File: src/rtl/multicycle_ctrl.sv
// multicycle_ctrl: multi-cycle control sequencer for the RV32I core.
// Fetches an instruction over a valid handshake into the IR, then walks the
// datapath through DECODE, EXEC, MEM and WB. Strobes are decoded from the
// state register and forced low while i_rst is high.
//
// Handshake rule for both memory ports: a request (o_imem_req, o_dmem_ren,
// o_dmem_wen) stays asserted every cycle until the matching valid is seen
// high at a rising edge. Valid is only meaningful while the request is
// high; a valid arriving in any other state is ignored. Reset drops any
// outstanding request without a completion.
module multicycle_ctrl #(
    parameter int RETIRE_W = 32
) (
    input  logic                i_clk,
    input  logic                i_rst,
    output logic                o_imem_req,
    input  logic                i_imem_valid,
    input  logic [31:0]         i_imem_rdata,
    output logic                o_dmem_ren,
    output logic                o_dmem_wen,
    input  logic                i_dmem_valid,
    output logic [31:0]         o_inst,
    output logic [5:0]          o_format,
    output logic                o_rf_we,
    output logic                o_pc_we,
    output logic                o_retire,
    output logic [RETIRE_W-1:0] o_retire_count,
    output logic                o_trap,
    output logic [2:0]          o_state
);

    typedef enum logic [2:0] {
        S_FETCH  = 3'd0,
        S_DECODE = 3'd1,
        S_EXEC   = 3'd2,
        S_MEM    = 3'd3,
        S_WB     = 3'd4,
        S_TRAP   = 3'd5
    } state_t;

    localparam logic [6:0] OP_R      = 7'b0110011;
    localparam logic [6:0] OP_IMM    = 7'b0010011;
    localparam logic [6:0] OP_LOAD   = 7'b0000011;
    localparam logic [6:0] OP_JALR   = 7'b1100111;
    localparam logic [6:0] OP_STORE  = 7'b0100011;
    localparam logic [6:0] OP_BRANCH = 7'b1100011;
    localparam logic [6:0] OP_LUI    = 7'b0110111;
    localparam logic [6:0] OP_AUIPC  = 7'b0010111;
    localparam logic [6:0] OP_JAL    = 7'b1101111;

    state_t                r_state;
    logic [31:0]           r_ir;
    logic [RETIRE_W-1:0]   r_retire_count;

    logic [6:0]            w_opcode;
    logic [5:0]            w_format;
    logic                  w_legal;
    logic                  w_is_load;
    logic                  w_is_store;
    logic                  w_is_branch;

    assign w_opcode    = r_ir[6:0];
    assign w_legal     = |w_format;
    assign w_is_load   = (w_opcode == OP_LOAD);
    assign w_is_store  = (w_opcode == OP_STORE);
    assign w_is_branch = (w_opcode == OP_BRANCH);

    // Opcode to one-hot format decode; an unknown opcode yields all zeros.
    always_comb begin
        w_format = 6'b000000;
        case (w_opcode)
            OP_R:                      w_format = 6'b000001;
            OP_IMM, OP_LOAD, OP_JALR:  w_format = 6'b000010;
            OP_STORE:                  w_format = 6'b000100;
            OP_BRANCH:                 w_format = 6'b001000;
            OP_LUI, OP_AUIPC:          w_format = 6'b010000;
            OP_JAL:                    w_format = 6'b100000;
            default:                   w_format = 6'b000000;
        endcase
    end

    // Sequencer state and instruction register; the IR only changes on a fetch accept.
    always_ff @(posedge i_clk) begin
        if (i_rst) begin
            r_state <= S_FETCH;
            r_ir    <= 32'h0000_0000;
        end else begin
            case (r_state)
                S_FETCH: begin
                    if (i_imem_valid) begin
                        r_ir    <= i_imem_rdata;
                        r_state <= S_DECODE;
                    end
                end
                S_DECODE: r_state <= w_legal ? S_EXEC : S_TRAP;
                S_EXEC: begin
                    if (w_is_load || w_is_store) r_state <= S_MEM;
                    else if (w_is_branch)        r_state <= S_FETCH;
                    else                         r_state <= S_WB;
                end
                S_MEM: begin
                    if (i_dmem_valid) r_state <= w_is_load ? S_WB : S_FETCH;
                end
                S_WB:    r_state <= S_FETCH;
                S_TRAP:  r_state <= S_TRAP;
                default: r_state <= S_FETCH;
            endcase
        end
    end

    // Moore strobes from the state, with the store completion qualified by
    // i_dmem_valid; everything is held low while reset is asserted.
    always_comb begin
        o_imem_req = 1'b0;
        o_dmem_ren = 1'b0;
        o_dmem_wen = 1'b0;
        o_rf_we    = 1'b0;
        o_pc_we    = 1'b0;
        o_retire   = 1'b0;
        if (!i_rst) begin
            case (r_state)
                S_FETCH: o_imem_req = 1'b1;
                S_EXEC: begin
                    if (w_is_branch) begin
                        o_pc_we  = 1'b1;
                        o_retire = 1'b1;
                    end
                end
                S_MEM: begin
                    o_dmem_ren = w_is_load;
                    o_dmem_wen = w_is_store;
                    if (w_is_store && i_dmem_valid) begin
                        o_pc_we  = 1'b1;
                        o_retire = 1'b1;
                    end
                end
                S_WB: begin
                    o_rf_we  = |r_ir[11:7];
                    o_pc_we  = 1'b1;
                    o_retire = 1'b1;
                end
                default: ;
            endcase
        end
    end

    // Retired-instruction counter, wraps naturally at the register width.
    always_ff @(posedge i_clk) begin
        if (i_rst) begin
            r_retire_count <= '0;
        end else if (o_retire) begin
            r_retire_count <= r_retire_count + {{(RETIRE_W-1){1'b0}}, 1'b1};
        end
    end

    assign o_inst         = r_ir;
    assign o_format       = w_format;
    assign o_trap         = (r_state == S_TRAP);
    assign o_retire_count = r_retire_count;
    assign o_state        = r_state;

endmodule
File: config.mk
export PLATFORM = sky130hd
export DESIGN_NAME = multicycle_ctrl
export DESIGN_NICKNAME = d
export VERILOG_FILES = /design/src/rtl/multicycle_ctrl.sv
export SDC_FILE = /design/constraint.sdc
export NUM_CORES = 1
export LEC_CHECK = 0
export CORE_MARGIN = 3
export CORE_UTILIZATION = 41
export CTS_BUF_LIST = sky130_fd_sc_hd__clkbuf_4 sky130_fd_sc_hd__clkbuf_8
export CTS_CLUSTER_SIZE = 8
export DETAILED_ROUTE_END_ITERATION = 16
export HOLD_SLACK_MARGIN = 0.05
export PLACE_DENSITY_LB_ADDON = 0.05
export SYNTH_ARGS = -nofsm -noshare
export SYNTH_HDL_FRONTEND = slang
export SYNTH_SLANG_ARGS = --single-unit
File: constraint.sdc
create_clock -name i_clk -period 1.8 [get_ports i_clk]
set_input_delay 0.36 -clock i_clk [delete_from_list [all_inputs] [get_ports i_clk]]
set_output_delay 0.36 -clock i_clk [all_outputs]
set_load 0.02 [all_outputs]
# After elaboration in Yosys (flattened, before gate mapping)
# Cells that the tools add are included.
word_totals:
  regBits: 67
  in_bits: 36
  wordCells: 49
classes:
  n_addsub: 1
  eq_ne: 16
  muxes: 20
  n_reduce_logical: 9
ops:
  columns: ["operator", "n"]
  rows:
  - ["$pmux 6 s6", 1]
  - ["$add 32x1->32 const B", 1]
  - ["$eq 7x6->1 const B", 3]
  - ["$eq 7x7->1 const B", 3]
  - ["$mux 3", 6]
  - ["$pmux 3 s5", 1]
  - ["$eq 7x5->1 const B", 2]
  - ["$mux 1", 11]
  - ["$eq 7x2->1 const B", 1]
  - ["$eq 3x2->1 const B", 2]
  - ["$eq 3x3->1 const B", 2]
  - ["$reduce_or 6->1", 1]
  - ["$reduce_or 5->1", 1]
  - ["$ne 2x2->1 const B", 2]
  - ["$reduce_and 2->1", 2]
  - ["$eq 3x1->1 const B", 1]
  - ["$logic_not 3->1", 1]
  - ["$pmux 1 s3", 1]
  - ["$reduce_or 3->1", 1]
  - ["$reduce_or 2->1", 1]
  - ["$logic_and 1x1->1", 1]
  - ["$logic_or 1x1->1", 1]

# Longest topological paths before layout
depth:
  depth_word: 6
  mapped_depth: 7
  ltp_nobuf: 6

# Worst setup path before layout
# OpenSTA, ideal clock, no wires.
synth_timing:
  kind: "register -> output"
  from: "reg r_state[2] (netlist: o_state[2])"
  to: "out o_retire"
  arrival_ns: 1.987
  slack_ns: -0.547
  stages_incl_launch_ff: 7
  cell_sequence: "dfxtp_1 > buf_4 > or3b_1 > o31a_1 > clkbuf_1 > a21oi_1 > buf_4"
synth_between:
  elab_chain_len: 3
  elab_cells_between_ends: 5
  classes_between: "eq/ne (3); mux (2)"
synth_lines:
  columns: ["element", "line", "text"]
  rows:
  - ["start, declared", "51", "state_t r_state;"]
  - ["start signal, assigned", "95", "S_DECODE: r_state <= w_legal ? S_EXEC : S_TRAP;"]
  - ["start signal, assigned", "102", "if (i_dmem_valid) r_state <= w_is_load ? S_WB : S_FETCH;"]
  - ["$eq 3x3->1 or $eq 3x2->1 (tied branches)", null, null]
  - ["$pmux 1 s3 (*)", null, null]
  - ["$mux 1 (*)", null, null]
  - ["end, declared", "26", "output logic o_retire,"]
# Mark *: on every way between the ends. The rest lies on a longest branch, timed or not.

# Worst setup path in the final report
layout_timing:
  from: "reg r_state[1] (netlist: o_state[1])"
  to: "out o_pc_we"
layout_between:
  elab_chain_len: 3
  elab_cells_between_ends: 5
  classes_between: "eq/ne (3); mux (2)"
layout_lines:
  columns: ["element", "line", "text"]
  rows:
  - ["$eq 3x3->1 or $eq 3x2->1 (tied branches)", "121", "case (r_state)"]
  - ["$pmux 1 s3 (*)", "121", null]
  - ["$mux 1 (*)", "120", "if (!i_rst) begin"]
  - ["end, declared", "25", "output logic o_pc_we,"]
# Marks and branches as above.

==> impl_metrics.ini <==
[clocking]
root_buffer = clkbuf_8
cts_htree_levels = 3
clk_pin_slew_ps = 60
clock-sinks = 67
clockBufferDepth = 2
clk_latency_ps = 340
ctsHoldBuffers = 0
cts_tree = done
cts_buffers = 9

[sta]
setup_viol = 33
rsz0062_at_grt = true
timing.fmax_ghz = 0.450
worst_slack_ps = -420
fin_crit_sh_pct = 123
fin_worst_skew_ps = 14.0
drv_slew = 0
fin_setup_tns_ps = -7240
hold_viol = 0
min_period_ps = 2220
relSlewSlack_pct = 74.5
worst_pin_slew_ps = 383

[setup_path]
cp_top_family = compound AO/OA/AOI/OAI gates
slowest_delay_ps = 350
start_kind = register
path_cells = or3b_1 -> o31a_1 -> buf_4 -> a21oi_4 -> buf_6
cp.required_ps = 1440
slowest_stage = or3b_1
path_buf_inv = 2
worst-setup-path-type = reg2out
cp_max_fo = 5
end_kind = output pin
critPathArrivalTime_ps = 1860

[worst_hold_path]
hp-class = reg2reg

[yosys]
netlist_area_um2 = 3140
synth_top_area_share_pct = 42.8
synth_fp_nets = 431
synthCells = 394
synth_enable_flop_cells = 0
ys_warn_count = 0
synthTopCellsByArea = dfxtp_1, nand2_1, a21oi_1
ys_seq_area_share_pct = 42.8
async_flop_share_pct = 0
synth_top_cell_by_area = dfxtp_1
synth_seq_cells = 67
dominantRegCellSynth = dfxtp_1
synth_cell_types = 41
syn-mean-instance-area_um2 = 7.96

[place]
port_buffers = 115
gp_congestion = 0.851
post-place-ws_ps = -664
place.detailed.hpwl_mm = 6.74

[global_route]
grt_usage_pct = 21.4
grt_overflow = 0
grt_pass1_wl_mm = 15.0
antenna_found_initial = 0
grt_max_degree = 35
grt_pass1_vias = 3239

[pwr]
powerDensity_nw_per_um2 = 770
p_comb_share_pct = 33.0
seq_power_share_pct = 40.1
switchingPower_w = 0.00134
power.internal_w = 0.00285
p_sw_share_pct = 32.1
leakage_nw = 2.20
ir_drop_mv = 0.514
p_clk_share_pct = 26.9

[floorplanning]
die-area_um2 = 8730
rows = 31
start_util_pct = 42.8
die_w_um = 93.5
core_area_um2 = 7330
die_y_um = 93.5
ios = 116

[cells_and_area]
num-fill-cells = 557
layout.nets = 606
area_growth_pct = 73.6
antenna_cells = 0
layout-drive-gt1-share_pct = 27.7

[routing]
finalWirelength_mm = 9.71
dr.pass1.iters = 4
drtIter0Drc = 153
via_per_inst = 5.15
wl_met1_mm = 4.21
vias = 3467
wl_per_cell_um = 14.4
highest_layer = met4
drtAntennaViolNets = 0
drcViolationCount = 0
wl_met2_mm = 4.73
dr_wl_met3_um = 649

[status]
status = complete, but fails checks
violations = setup timing

[flow_run]
max_cap_viol_count = 0
## layout make-up
type / instances / area [um2] / area share [%]
timing repair buffer: 190 / 1800 / 33.1
tap: 99 / 124 / 2.28
inverter: 5 / 18.8 / 0.345
multi-input combinational: 296 / 1960 / 36.0
clock inverter: 4 / 26.3 / 0.483
clock buffer: 12 / 153 / 2.80
sequential: 67 / 1360 / 25.0
## power groups by stage
stage | sequential (W) | clock, W | combinational, W
floorplan | 0.00186 | 0 | 0.000477
global placement | 0.00170 | 0 | 0.00120
detailed placement | 0.00171 | 0 | 0.00121
CTS | 0.00168 | 0.00115 | 0.00127
global route | 0.00170 | 0.00121 | 0.00150
finish | 0.00168 | 0.00113 | 0.00138
## cell usage in the layout (no fill, tap or decap), types with 5 or more instances in the layout
| master | n |
|---|---|
| clkdlybuf4s50_1 | 77 |
| dfxtp_2 | 11 |
| dfxtp_1 | 55 |
| nand4_1 | 8 |
| a21oi_2 | 9 |
| and3_1 | 6 |
| o21ai_0 | 13 |
| clkbuf_8 | 10 |
| or3_1 | 10 |
| nand2_1 | 85 |
| buf_2 | 7 |
| a2111oi_4 | 6 |
| nor2_1 | 27 |
| inv_1 | 5 |
| and4_1 | 5 |
| xnor2_1 | 19 |
| dlygate4sd2_1 | 10 |
| a21oi_1 | 42 |
| buf_6 | 12 |
| dlymetal6s2s_1 | 14 |
| nand3_1 | 12 |
| nor3_1 | 6 |
| buf_4 | 64 |
## sequential cells by signal (all words and copies together), names as in the netlist
register,cells
o_inst,32
o_retire_count,32
o_state,3
## worst register-to-register path, stage by stage, from the launching register on
cell and delay (ps):
dfxtp_4 340, or3b_1 350, o31a_1 340, buf_6 160, a2111o_1 430, or3_4 390, a21oi_2 130
## cell usage after synthesis (all sizes together) (2+ instances only)
cell type / instances
nand4: 8
nand2b: 2
nand3b: 2
nor2: 28
clkbuf: 20
a2111oi: 6
nor2b: 4
inv: 5
o21bai: 2
nand3: 13
and3: 6
nor3: 9
o21ai: 13
a2111o: 3
buf: 6
a21oi: 55
dfxtp: 67
and4: 5
or3b: 2
a211oi: 6
nand2: 85
or3: 11
xnor2: 19
## what timing repair did
| action | CTS | global route |
|---|---|---|
| endpoints found under the setup margin | 54 | 87 |
| gates resized for setup | 111 | 46 |
| cloned | 0 | 1 |
| setup buffers | 4 | 6 |
| pin swaps | 22 | 20 |
## cell families (layout without fill, tap and decap cells)
family	after synthesis	count (layout)	synth area share, %
simple gates	184	184	28.6
flops	67	67	42.8
xor+xnor	19	19	5.31
fa+ha+maj	1	1	0.399
compound gates	90	90	18.1
mux	2	2	0.678
buf+inv	31	211	4.11
## per-stage QoR
step / util (%) / instances / power [W] / hold WS, ps / instance area, um2
finish: 74.3 / 673 / 0.00419 / 454 / 5440
global route: 74.3 / 673 / 0.00440 / 474 / 5440
CTS: 71.1 / 667 / 0.00410 / 455 / 5210
detailed placement: 66.3 / 647 / 0.00292 / 446 / 4860
global placement: 66.3 / 647 / 0.00290 / 441 / 4860
floorplan: - / 394 / 0.00234 / 488 / 3190
## per-layer routing
layer	vias to the layer above	track usage, %
met5	-	0
met4	0	6.35
met3	14	6.28
met2	111	36.9
met1	1620	25.7
li1	1722	-
## path summary, 6_finish.rpt
check | from | to | slack (ps) | cells past startpoint
hold reg to reg | o_inst[24] | o_inst[24] | 450 | 2
setup / recovery | o_state[1] | o_pc_we | -420 | 5
setup reg to reg | o_state[1] | o_retire_count[22] | -410 | 6
hold / removal | o_inst[24] | o_inst[24] | 450 | 2
No activity file was read; power rests on OpenSTA's default activity.
